<file path="config.mk">
export PLATFORM = sky130hd
export DESIGN_NAME = regfile_commit_sequencer_flat
export DESIGN_NICKNAME = d
export VERILOG_FILES = /design/src/rtl/regfile_commit_sequencer_pkg.sv /design/src/rtl/regfile_commit_sequencer_if.sv /design/src/rtl/regfile_commit_sequencer_lookup.sv /design/src/rtl/regfile_commit_sequencer.sv /design/src/flat_wrapper.sv
export SDC_FILE = /design/constraint.sdc
export NUM_CORES = 1
export LEC_CHECK = 0
export BUFFER_PORTS_ARGS = -buffer_cell sky130_fd_sc_hd__clkbuf_2
export CELL_PAD_IN_SITES_DETAIL_PLACEMENT = 0
export CELL_PAD_IN_SITES_GLOBAL_PLACEMENT = 1
export CORE_MARGIN = 1.5
export CORE_UTILIZATION = 40
export CTS_BUF_LIST = sky130_fd_sc_hd__clkbuf_4 sky130_fd_sc_hd__clkbuf_8
export CTS_CLUSTER_SIZE = 24
export DETAILED_ROUTE_END_ITERATION = 10
export PLACE_DENSITY_LB_ADDON = 0.1
export RECOVER_POWER = 25
export SYNTH_ARGS = -nofsm -noshare
export SYNTH_HDL_FRONTEND = slang
export SYNTH_SLANG_ARGS = --single-unit
</file>
<file path="constraint.sdc">
create_clock -name clk -period 3.8 [get_ports clk]
set_input_delay 0.95 -clock clk [delete_from_list [all_inputs] [get_ports clk]]
set_output_delay 0.95 -clock clk [all_outputs]
set_load 0.03 [all_outputs]
</file>
<file path="src/rtl/regfile_commit_sequencer_pkg.sv">
// ---------------------------------------------------------------------------
// regfile_pkg
// Shared types and default widths for the register-file commit sequencer.
//   DEF_D_WIDTH / DEF_A_WIDTH : default MSB indices of data and register address
//   DEF_DEPTH                 : default number of pending-write entries
//   reg_addr_t / reg_data_t   : register address and data words
//   commit_entry_t            : one pending register write {addr, data}
// ---------------------------------------------------------------------------
package regfile_pkg;

    localparam int DEF_D_WIDTH = 31;
    localparam int DEF_A_WIDTH = 4;
    localparam int DEF_DEPTH   = 4;

    typedef logic [DEF_A_WIDTH:0] reg_addr_t;
    typedef logic [DEF_D_WIDTH:0] reg_data_t;

    typedef struct packed {
        reg_addr_t addr;
        reg_data_t data;
    } commit_entry_t;

endpackage

</file>
<file path="src/rtl/regfile_commit_sequencer_if.sv">
// ---------------------------------------------------------------------------
// regfile_commit_sequencer_if
// Bundles every signal between the commit sequencer and its neighbours:
//   commit side  : commitValid0/1, commitAddr0/1, commitData0/1, commitReady
//   write side   : regWrite, validCommit, wraddress, wdata
//   read forward : address1/2 in, fwdHit1/2 and fwdData1/2 out
//   status       : count (occupied entries)
// master = ROB / pipeline side, slave = the sequencer itself.
// ---------------------------------------------------------------------------
interface regfile_commit_sequencer_if
    import regfile_pkg::*;
#(
    parameter int D_WIDTH = DEF_D_WIDTH,
    parameter int A_WIDTH = DEF_A_WIDTH,
    parameter int DEPTH   = DEF_DEPTH
) ();

    logic                     commitValid0;
    logic [A_WIDTH:0]         commitAddr0;
    logic [D_WIDTH:0]         commitData0;
    logic                     commitValid1;
    logic [A_WIDTH:0]         commitAddr1;
    logic [D_WIDTH:0]         commitData1;
    logic                     commitReady;

    logic                     regWrite;
    logic                     validCommit;
    logic [A_WIDTH:0]         wraddress;
    logic [D_WIDTH:0]         wdata;

    logic [A_WIDTH:0]         address1;
    logic [A_WIDTH:0]         address2;
    logic                     fwdHit1;
    logic [D_WIDTH:0]         fwdData1;
    logic                     fwdHit2;
    logic [D_WIDTH:0]         fwdData2;

    logic [$clog2(DEPTH):0]   count;

    modport master (
        output commitValid0, commitAddr0, commitData0,
        output commitValid1, commitAddr1, commitData1,
        output address1, address2,
        input  commitReady, regWrite, validCommit, wraddress, wdata,
        input  fwdHit1, fwdData1, fwdHit2, fwdData2, count
    );

    modport slave (
        input  commitValid0, commitAddr0, commitData0,
        input  commitValid1, commitAddr1, commitData1,
        input  address1, address2,
        output commitReady, regWrite, validCommit, wraddress, wdata,
        output fwdHit1, fwdData1, fwdHit2, fwdData2, count
    );

endinterface

</file>
<file path="src/rtl/regfile_commit_sequencer_lookup.sv">
// ---------------------------------------------------------------------------
// pending_write_lookup
// Combinational search of the pending-write ring for one read address.
//   entry_addr/entry_data : ring storage (DEPTH entries)
//   head, count           : oldest occupied slot and number of occupied slots
//   rd_addr               : register being read
//   hit, data             : youngest pending write to rd_addr (data=0 on miss)
// Register 0 is hard-wired and never hits.
// ---------------------------------------------------------------------------
module pending_write_lookup
    import regfile_pkg::*;
#(
    parameter int D_WIDTH = DEF_D_WIDTH,
    parameter int A_WIDTH = DEF_A_WIDTH,
    parameter int DEPTH   = DEF_DEPTH
) (
    input  logic [A_WIDTH:0]          entry_addr [DEPTH],
    input  logic [D_WIDTH:0]          entry_data [DEPTH],
    input  logic [$clog2(DEPTH)-1:0]  head,
    input  logic [$clog2(DEPTH):0]    count,
    input  logic [A_WIDTH:0]          rd_addr,
    output logic                      hit,
    output logic [D_WIDTH:0]          data
);

    localparam int PW = $clog2(DEPTH);
    localparam int CW = PW + 1;

    logic [PW-1:0] idx;

    // Walk from oldest (head) to youngest; a later match overwrites an
    // earlier one, so the result is the entry nearest the tail. Indexing is
    // relative to head, which keeps the ordering correct across the wrap.
    always_comb begin
        hit  = 1'b0;
        data = '0;
        idx  = '0;
        for (int i = 0; i < DEPTH; i++) begin
            idx = head + PW'(i);
            if ((CW'(i) < count) && (rd_addr != '0) && (entry_addr[idx] == rd_addr)) begin
                hit  = 1'b1;
                data = entry_data[idx];
            end
        end
    end

endmodule

</file>
<file path="src/rtl/regfile_commit_sequencer.sv">
// ---------------------------------------------------------------------------
// regfile_commit_sequencer
// Buffers up to two in-order ROB commits per cycle in a small ring and
// retires one entry per cycle to the register file's single write port,
// forwarding not-yet-retired writes to two read ports.
//   clk, resetN : clock and synchronous active-low reset
//   bus (slave) : commit inputs / commitReady, write port outputs,
//                 read-forwarding addresses and results, occupancy count
// ---------------------------------------------------------------------------
module regfile_commit_sequencer
    import regfile_pkg::*;
#(
    parameter int D_WIDTH = DEF_D_WIDTH,
    parameter int A_WIDTH = DEF_A_WIDTH,
    parameter int DEPTH   = DEF_DEPTH
) (
    input  logic                        clk,
    input  logic                        resetN,
    regfile_commit_sequencer_if.slave   bus
);

    localparam int PW = $clog2(DEPTH);
    localparam int CW = PW + 1;

    logic [PW-1:0]    head;
    logic [PW-1:0]    tail;
    logic [CW-1:0]    count_q;

    logic [A_WIDTH:0] entry_addr [DEPTH];
    logic [D_WIDTH:0] entry_data [DEPTH];

    logic             commit_ready;
    logic             accept0;
    logic             accept1;
    logic             push0;
    logic             push1;
    logic             pop;
    logic [CW-1:0]    num_push;
    logic [PW-1:0]    slot1_idx;

    // Readiness depends only on registered occupancy, so the ROB never sees
    // a combinational loop through its own commit valids.
    assign commit_ready = (count_q <= CW'(DEPTH - 2));

    // Writes to x0 are dropped at the door; they never occupy a slot.
    assign accept0  = bus.commitValid0 && (bus.commitAddr0 != '0);
    assign accept1  = bus.commitValid1 && (bus.commitAddr1 != '0);
    assign push0    = commit_ready && accept0;
    assign push1    = commit_ready && accept1;
    assign num_push = CW'(push0) + CW'(push1);

    // Slot 1 packs directly behind slot 0, or takes tail itself if slot 0
    // was not stored.
    assign slot1_idx = push0 ? (tail + PW'(1)) : tail;

    // The register file always accepts, so an occupied head retires every cycle.
    assign pop = (count_q != '0);

    // ---- state update: pointers and occupancy ----
    always_ff @(posedge clk) begin
        if (!resetN) begin
            head    <= '0;
            tail    <= '0;
            count_q <= '0;
        end else begin
            if (pop) begin
                head <= head + PW'(1);
            end
            tail    <= tail + num_push[PW-1:0];
            count_q <= count_q + num_push - CW'(pop);
        end
    end

    // Entry storage carries no reset; occupancy alone decides validity.
    always_ff @(posedge clk) begin
        if (push0) begin
            entry_addr[tail] <= bus.commitAddr0;
            entry_data[tail] <= bus.commitData0;
        end
        if (push1) begin
            entry_addr[slot1_idx] <= bus.commitAddr1;
            entry_data[slot1_idx] <= bus.commitData1;
        end
    end

    // ---- write port: head entry, zeroed while empty ----
    assign bus.regWrite    = pop;
    assign bus.validCommit = pop;
    assign bus.wraddress   = pop ? entry_addr[head] : '0;
    assign bus.wdata       = pop ? entry_data[head] : '0;
    assign bus.commitReady = commit_ready;
    assign bus.count       = count_q;

    // ---- read forwarding ----
    pending_write_lookup #(
        .D_WIDTH (D_WIDTH),
        .A_WIDTH (A_WIDTH),
        .DEPTH   (DEPTH)
    ) u_lookup1 (
        .entry_addr (entry_addr),
        .entry_data (entry_data),
        .head       (head),
        .count      (count_q),
        .rd_addr    (bus.address1),
        .hit        (bus.fwdHit1),
        .data       (bus.fwdData1)
    );

    pending_write_lookup #(
        .D_WIDTH (D_WIDTH),
        .A_WIDTH (A_WIDTH),
        .DEPTH   (DEPTH)
    ) u_lookup2 (
        .entry_addr (entry_addr),
        .entry_data (entry_data),
        .head       (head),
        .count      (count_q),
        .rd_addr    (bus.address2),
        .hit        (bus.fwdHit2),
        .data       (bus.fwdData2)
    );

endmodule

</file>
<file path="src/flat_wrapper.sv">
// flat-port wrapper written by rule: the top's interface ports become plain ports
module regfile_commit_sequencer_flat import regfile_pkg::*;
#(
    parameter int D_WIDTH = DEF_D_WIDTH,
    parameter int A_WIDTH = DEF_A_WIDTH,
    parameter int DEPTH   = DEF_DEPTH
)
  (clk, resetN, bus_commitValid0, bus_commitAddr0, bus_commitData0, bus_commitValid1, bus_commitAddr1, bus_commitData1, bus_address1, bus_address2, bus_commitReady, bus_regWrite, bus_validCommit, bus_wraddress, bus_wdata, bus_fwdHit1, bus_fwdData1, bus_fwdHit2, bus_fwdData2, bus_count);
  regfile_commit_sequencer_if #(.D_WIDTH(D_WIDTH), .A_WIDTH(A_WIDTH), .DEPTH(DEPTH)) bus_i ();
  input  logic clk;
  input  logic resetN;
  input wire logic [$bits(bus_i.commitValid0)-1:0] bus_commitValid0;
  input wire logic [$bits(bus_i.commitAddr0)-1:0] bus_commitAddr0;
  input wire logic [$bits(bus_i.commitData0)-1:0] bus_commitData0;
  input wire logic [$bits(bus_i.commitValid1)-1:0] bus_commitValid1;
  input wire logic [$bits(bus_i.commitAddr1)-1:0] bus_commitAddr1;
  input wire logic [$bits(bus_i.commitData1)-1:0] bus_commitData1;
  input wire logic [$bits(bus_i.address1)-1:0] bus_address1;
  input wire logic [$bits(bus_i.address2)-1:0] bus_address2;
  output wire logic [$bits(bus_i.commitReady)-1:0] bus_commitReady;
  output wire logic [$bits(bus_i.regWrite)-1:0] bus_regWrite;
  output wire logic [$bits(bus_i.validCommit)-1:0] bus_validCommit;
  output wire logic [$bits(bus_i.wraddress)-1:0] bus_wraddress;
  output wire logic [$bits(bus_i.wdata)-1:0] bus_wdata;
  output wire logic [$bits(bus_i.fwdHit1)-1:0] bus_fwdHit1;
  output wire logic [$bits(bus_i.fwdData1)-1:0] bus_fwdData1;
  output wire logic [$bits(bus_i.fwdHit2)-1:0] bus_fwdHit2;
  output wire logic [$bits(bus_i.fwdData2)-1:0] bus_fwdData2;
  output wire logic [$bits(bus_i.count)-1:0] bus_count;
  assign bus_i.commitValid0 = bus_commitValid0;
  assign bus_i.commitAddr0 = bus_commitAddr0;
  assign bus_i.commitData0 = bus_commitData0;
  assign bus_i.commitValid1 = bus_commitValid1;
  assign bus_i.commitAddr1 = bus_commitAddr1;
  assign bus_i.commitData1 = bus_commitData1;
  assign bus_i.address1 = bus_address1;
  assign bus_i.address2 = bus_address2;
  assign bus_commitReady = bus_i.commitReady;
  assign bus_regWrite = bus_i.regWrite;
  assign bus_validCommit = bus_i.validCommit;
  assign bus_wraddress = bus_i.wraddress;
  assign bus_wdata = bus_i.wdata;
  assign bus_fwdHit1 = bus_i.fwdHit1;
  assign bus_fwdData1 = bus_i.fwdData1;
  assign bus_fwdHit2 = bus_i.fwdHit2;
  assign bus_fwdData2 = bus_i.fwdData2;
  assign bus_count = bus_i.count;
  regfile_commit_sequencer #(.D_WIDTH(D_WIDTH), .A_WIDTH(A_WIDTH), .DEPTH(DEPTH)) u_core (.clk(clk), .resetN(resetN), .bus(bus_i));
endmodule
</file>
## After elaboration in Yosys (flattened, before gate mapping)

Cells that the tools add are included.

| word-level totals | value |
|---|---|
| bits in registers | 155 |
| bits of input ports | 88 |
| word-level logic and storage cells | 132 |

| operators by class | value |
|---|---|
| reductions and logical operators | 27 |
| magnitude comparators | 13 |
| equal/unequal tests | 8 |
| muxes and demuxes | 59 |
| $add $sub $neg | 8 |
| bitwise gates (word level) | 6 |

Operator list:

| cell | count |
|---|---|
| 2-to-1 mux 32 bit | 19 |
| binary-select mux 32 bit (select 2 bit) | 4 |
| bitwise mux 128 bit | 2 |
| 2-to-1 mux 128 bit | 2 |
| demux 32 bit (select 2 bit) | 2 |
| 2-to-1 mux 5 bit | 11 |
| binary-select mux 5 bit (select 2 bit) | 4 |
| bitwise mux 20 bit | 2 |
| == test 5 bit | 8 |
| 2-to-1 mux 20 bit | 2 |
| logical AND 1 bit | 22 |
| demux 5 bit (select 2 bit) | 2 |
| nonzero test 5 bit | 4 |
| greater-or-equal comparator 3 bit, second input constant | 6 |
| NOT 2 -> 3 bit | 6 |
| 2-to-1 mux 1 bit | 8 |
| less-than comparator 1 x 3 -> 1 bit, first input constant | 2 |
| less-than comparator 2 x 3 -> 1 bit, first input constant | 2 |
| less-than comparator 3 x 1 -> 1 bit, second input constant | 2 |
| adder 2 x 1 -> 2 bit, second input constant | 2 |
| adder 2 bit, second input constant | 2 |
| adder 3 bit | 1 |
| less-or-equal comparator 3 x 2 -> 1 bit, second input constant | 1 |
| nonzero test 3 bit | 1 |
| other kinds (4) | 4 |

## Logic depth before layout (Yosys ltp)

| depth | value |
|---|---|
| depth in word-level cells | 11 |
| depth in mapped cells | 12 |
| gate-level depth less buffers | 10 |

## By module

From an unflattened synthesis, not the netlist that was laid out.

| unflattened totals | value |
|---|---|
| cells, all modules | 1655 |
| area, all modules | 17436.7 sq um |

By module, submodules not included:

| module | area an instance (sq um) | times used | cells an instance |
|---|---|---|---|
| pending_write_lookup | 4420.5 | 2 | 510 |
| regfile_commit_sequencer | 8595.7 | 1 | 635 |

## Worst setup path before layout

No wires, ideal clock.

| timing | value |
|---|---|
| kind | input to output |
| start | input bus_address2[2] |
| end | output bus_fwdData2[30] |
| arrival | 3486 ps |
| data required time | 2850 ps |
| buffers on the path | 1 |
| stages on the path | 8 |
| setup slack | -636 ps |
| cells stage by stage | clkbuf_1 nor4_1 nor3_2 o2111ai_2 nor2_4 xnor2_4 o32ai_1 o41ai_1 |

| on the way | value |
|---|---|
| longest elaborated chain between the ends | 7 |
| elaborated cells between the ends (all ways) | 17 |
| those cells by class | 4 x eq/ne; 4 x mux; 9 x reduce/logical |

Ends and longest elaborated chain:

| what | line | RTL |
|---|---|---|
| start: declaration | flat_wrapper.sv:19 | `input wire logic [$bits(bus_i.address2)-1:0] bus_address2;` |
| nonzero test 5 bit | regfile_commit_sequencer_lookup.sv:40 | `if ((CW'(i) < count) && (rd_addr != '0) && (entry_addr[idx] == rd_addr)) begin` |
| logical AND 1 bit (2 in series) | regfile_commit_sequencer_lookup.sv:40 |  |
| 2-to-1 mux 32 bit (3 in series) | regfile_commit_sequencer_lookup.sv:40 |  |
| 2-to-1 mux 32 bit * | regfile_commit_sequencer_lookup.sv:40 |  |
| end: declaration | flat_wrapper.sv:28 | `output wire logic [$bits(bus_i.fwdData2)-1:0] bus_fwdData2;` |

Every way passes the cells marked *; elsewhere a longest branch is shown, timed or not.

## Worst setup path in the final report

| timing | value |
|---|---|
| start | register u_core.head[0] |
| end | output bus_fwdData2[9] |

| on the way | value |
|---|---|
| longest elaborated chain between the ends | 10 |
| elaborated cells between the ends (all ways) | 43 |
| those cells by class | 3 x add/sub; 4 x eq/ne; 28 x mux; 4 x bitwise; 4 x reduce/logical |

Ends and longest elaborated chain:

| what | line | RTL |
|---|---|---|
| start: declaration | regfile_commit_sequencer.sv:25 | `logic [PW-1:0] head;` |
| start signal: assignment | regfile_commit_sequencer.sv:67 | `head <= head + PW'(1);` |
| adder 2 x 1 -> 2 bit or NOT 2 -> 3 bit (tied branches) | regfile_commit_sequencer_lookup.sv:39, regfile_commit_sequencer_lookup.sv:40, regfile_commit_sequencer_lookup.sv:42 |  |
| NOT 2 -> 3 bit (implied by the code) or binary-select mux 5 bit (select 2 bit) (tied branches) | regfile_commit_sequencer_lookup.sv:40, regfile_commit_sequencer_lookup.sv:42 |  |
| binary-select mux 5 bit (select 2 bit) or 2-to-1 mux 5 bit (tied branches) | regfile_commit_sequencer_lookup.sv:40 |  |
| 2-to-1 mux 5 bit (implied by the code) | regfile_commit_sequencer_lookup.sv:40 |  |
| 2-to-1 mux 5 bit (implied by the code) or == test 5 bit (tied branches) | regfile_commit_sequencer_lookup.sv:40 |  |
| == test 5 bit or logical AND 1 bit (tied branches) | regfile_commit_sequencer_lookup.sv:40 |  |
| logical AND 1 bit or 2-to-1 mux 32 bit (tied branches) | regfile_commit_sequencer_lookup.sv:40 |  |
| 2-to-1 mux 32 bit (2 in series) | regfile_commit_sequencer_lookup.sv:40 |  |
| 2-to-1 mux 32 bit * | regfile_commit_sequencer_lookup.sv:40 |  |

Every way passes the cells marked *; elsewhere a longest branch is shown, timed or not. The select of a mux whose other input is x is not followed.

==> flow_summary.yaml <==
status:
  violations: "setup timing"
  status: "finished with violations"
placement:
  port_buffers: 196
  hpwl_mm: 33.82
  pre_cts_ws_ps: -489.3
  place.gp.congestion: 0.8702
worst_setup_path:
  startpoint: "u_core.head[0]$_SDFFE_PN0N_"
  required_ps: 2850
  r2r-start: "u_core.bus.count[2]$_SDFF_PN0_"
  cp-end-kind: "output port"
  crit_end: "bus_fwdData2[9]"
  critPathMaxFanout: 17
  worst_ep_arrival_time_ps: 3500
  ff2ff_path_depth: 8
  reg2reg_setup_slack_ps: 730
  worstSetupStartpointType: "register"
  r2r_end: "u_core.bus.count[2]$_SDFF_PN0_"
  worstSetupPathType: "register to output port"
route:
  drc: 0
  ant_nets: 0
  wl_per_cell_um: 22.76
  routed_wl_mm: 53.54
  drt_pass1_iterations: 5
  via_per_inst: 5.985
  drtIter0Drc: 1257
  vias: 14080
grt:
  met3_usage: 0.04503
  grt_use_met2: 0.5062
  grt_util_met1: 0.4214
  grt_max_degree: 75
  grt_pass1_vias: 13260
  grt_pass1_wl_mm: 80.36
  grt_usage: 0.3103
  gr-total-overflow: 0
  grt-busiest-layer: "met2"
  antenna_found_initial: 0
cts:
  cts_tree: "built"
  ctsLongestPathBuffers: 2
  clk_latency_ps: 500
  clk_pin_slew_ps: 100
  h-tree-depth: 4
  numClockSinks: 155
  ctsHoldBuffers: 0
  root_buffer: "clkbuf_8"
  cts_buffers: 17
yosys:
  ys.warnings.count: 0
  synth_fp_nets: 1768
  synth_area_leaders: "dfxtp_1, mux2i_1, nor2_1"
  synth_area_sq_um: 13310
  async_reset_ff_frac: 0
  yosysTopAreaCellShare: 0.2331
  syn_avg_cell_area_sq_um: 7.972
  yosys.area.top_type: "dfxtp_1"
  netlist_instances: 1670
  synth_edf_count: 0
  ys_ff_latch: 155
  synth_flop_cell: "dfxtp_1"
  ys_types: 63
  ys_seq_area_frac: 0.2331
timing:
  period_needed_ps: 4455
  rsz0062_at_grt: "true"
  finalHoldViolations: 0
  post-route-period-util: 1.172
  fmax_ghz: 0.2245
  setup_tns_ps: -37120
  max_slew.worst_pin.slew_ps: 1039
  fin_ws_ps: -654.6
  setup_viol: 66
  clock_skew_ps: 17.54
  relSlewSlack: 0.3070
  slew_viol_final: 0
pwr:
  leakage_nw: 7.808
  p_int_w: 0.008982
  p_seq_frac: 0.193
  p_per_area_nw_per_um2: 1016
  p_comb_frac: 0.729
  power_frac_clock: 0.077
  ir_drop_mv: 0.6111
  p_sw_frac: 0.5154
  p_switching_w: 0.009551
cells_and_area:
  fill_cells: 3030
  syn2layout_area_growth_pct: 37.05
  drive_gt1_frac: 0.3445
  diodes: 0
  final_net_count: 1996
worst_hold_path:
  hold_path_class: "register to register"
  holdPathStages: 2
  worstHoldStart: "u_core.entry_data[16]$_DFF_P_"
floorplan:
  coreArea_sq_um: 32620
  die_y_um: 185.4
  die_w_um: 185.4
  rows: 66
  start_util: 0.4081
  dieArea_sq_um: 34390
  io_pins: 197
flow_run:
  drv_cap: 0
==> registers in the layout, summed over array words and instances, names as in the netlist <==
signal and cells:
u_core.entry_data 128, u_core.entry_addr 20, u_core.tail 2, u_core.head 2, u_core.bus.count 3
==> power groups by stage <==
stage / combinational (W) / sequential (W) / clock, W
finish: 0.0135 / 0.00358 / 0.00143
global route: 0.0144 / 0.00370 / 0.00153
CTS: 0.0130 / 0.00351 / 0.00146
detailed placement: 0.0120 / 0.00354 / 0
global placement: 0.0118 / 0.00349 / 0
floorplan: 0.00870 / 0.00317 / 0
==> per-stage QoR <==
step | power (W) | hold slack, ps | std cells | util | area (sq um)
global route | 0.01968 | 579.0 | 2352 | 0.5593 | 18250
finish | 0.01853 | 559.4 | 2352 | 0.5593 | 18250
global placement | 0.01534 | 533.2 | 2282 | 0.4905 | 16000
detailed placement | 0.01550 | 548.2 | 2282 | 0.4905 | 16000
floorplan | 0.01187 | 516.5 | 1670 | - | 13780
CTS | 0.01798 | 560.8 | 2343 | 0.5449 | 17770
==> final cells by class <==
cell class,count,area [sq um],share of cell area
Multi-Input combinational cell,1342,10490,0.5751
Timing Repair Buffer,367,3606,0.1976
Clock buffer,22,290.3,0.01591
Inverter,15,56.30,0.003086
Clock inverter,9,136.4,0.007475
Tap cell,442,553.0,0.03031
Sequential cell,155,3110,0.1705
==> logic make-up after synthesis <==
| family | share of synthesized area |
|---|---|
| and+or+nand+nor | 0.1639 |
| buffers and inverters | 0.05949 |
| adders and majority gates | 0.009963 |
| muxes | 0.2838 |
| AOI/OAI and AO/OA | 0.2226 |
| xor gates and xnor gates | 0.02707 |
| DFF | 0.2331 |
==> critical path: stages (launching register included) <==
cell and delay [ps]:
dfxtp_4 460, buf_6 130, mux4_2 570, nor3_2 210
o2111ai_2 160, buf_4 180, nor2_4 170, buf_6 130
mux2_4 210, buf_12 190, nor2_1 70, o31ai_2 280
buf_4 210
==> cell usage after synthesis (31+ instances only) <==
master and n:
xnor2_1 34, clkbuf_1 92, or3_1 60, o22ai_1 31, nand2_1 144, o21ai_0 104, mux2i_1 244, a21oi_1 142
nor2_1 231, mux2_2 62, dfxtp_1 155, buf_2 42
==> routing by layer <==
metal,wire (um),vias to the layer above
li1,-,6615
met1,24260,6800
met2,24820,569
met3,3182,92
met4,1284,0
met5,0,-
==> how the worst min path moves through the flow <==
stage | endpoint | slack [ps]
after floorplan | u_core.entry_data[10]$_DFF_P_ | 520
after global routing | u_core.entry_data[72]$_DFF_P_ | 580
after detailed placement | u_core.entry_data[73]$_DFF_P_ | 550
final | u_core.entry_data[16]$_DFF_P_ | 560
after global placement | u_core.entry_data[28]$_DFF_P_ | 530
after CTS | u_core.entry_data[73]$_DFF_P_ | 560
==> timing repair <==
| item | in CTS | in global routing |
|---|---|---|
| cloned | 10 | 4 |
| setup endpoints to repair | 68 | 67 |
| gates resized for setup | 205 | 104 |
| pin swaps | 24 | 28 |
| buffers inserted | 21 | 8 |
==> layout by cell type (no fill, tap or decap), types with 22 or more instances in the layout <==
cell,instances
buf_4,104
buf_6,29
buf_12,31
mux4_2,26
o21ai_0,101
o311ai_1,27
o311a_1,24
a21oi_1,133
nor2_1,202
or3_1,57
mux2_2,62
dfxtp_1,153
nor2_2,25
mux2i_1,242
o22ai_1,23
nand2_1,135
a211oi_1,28
clkbuf_2,130
clkbuf_8,57
o31ai_4,22
Power figures use the tool's default switching activity.
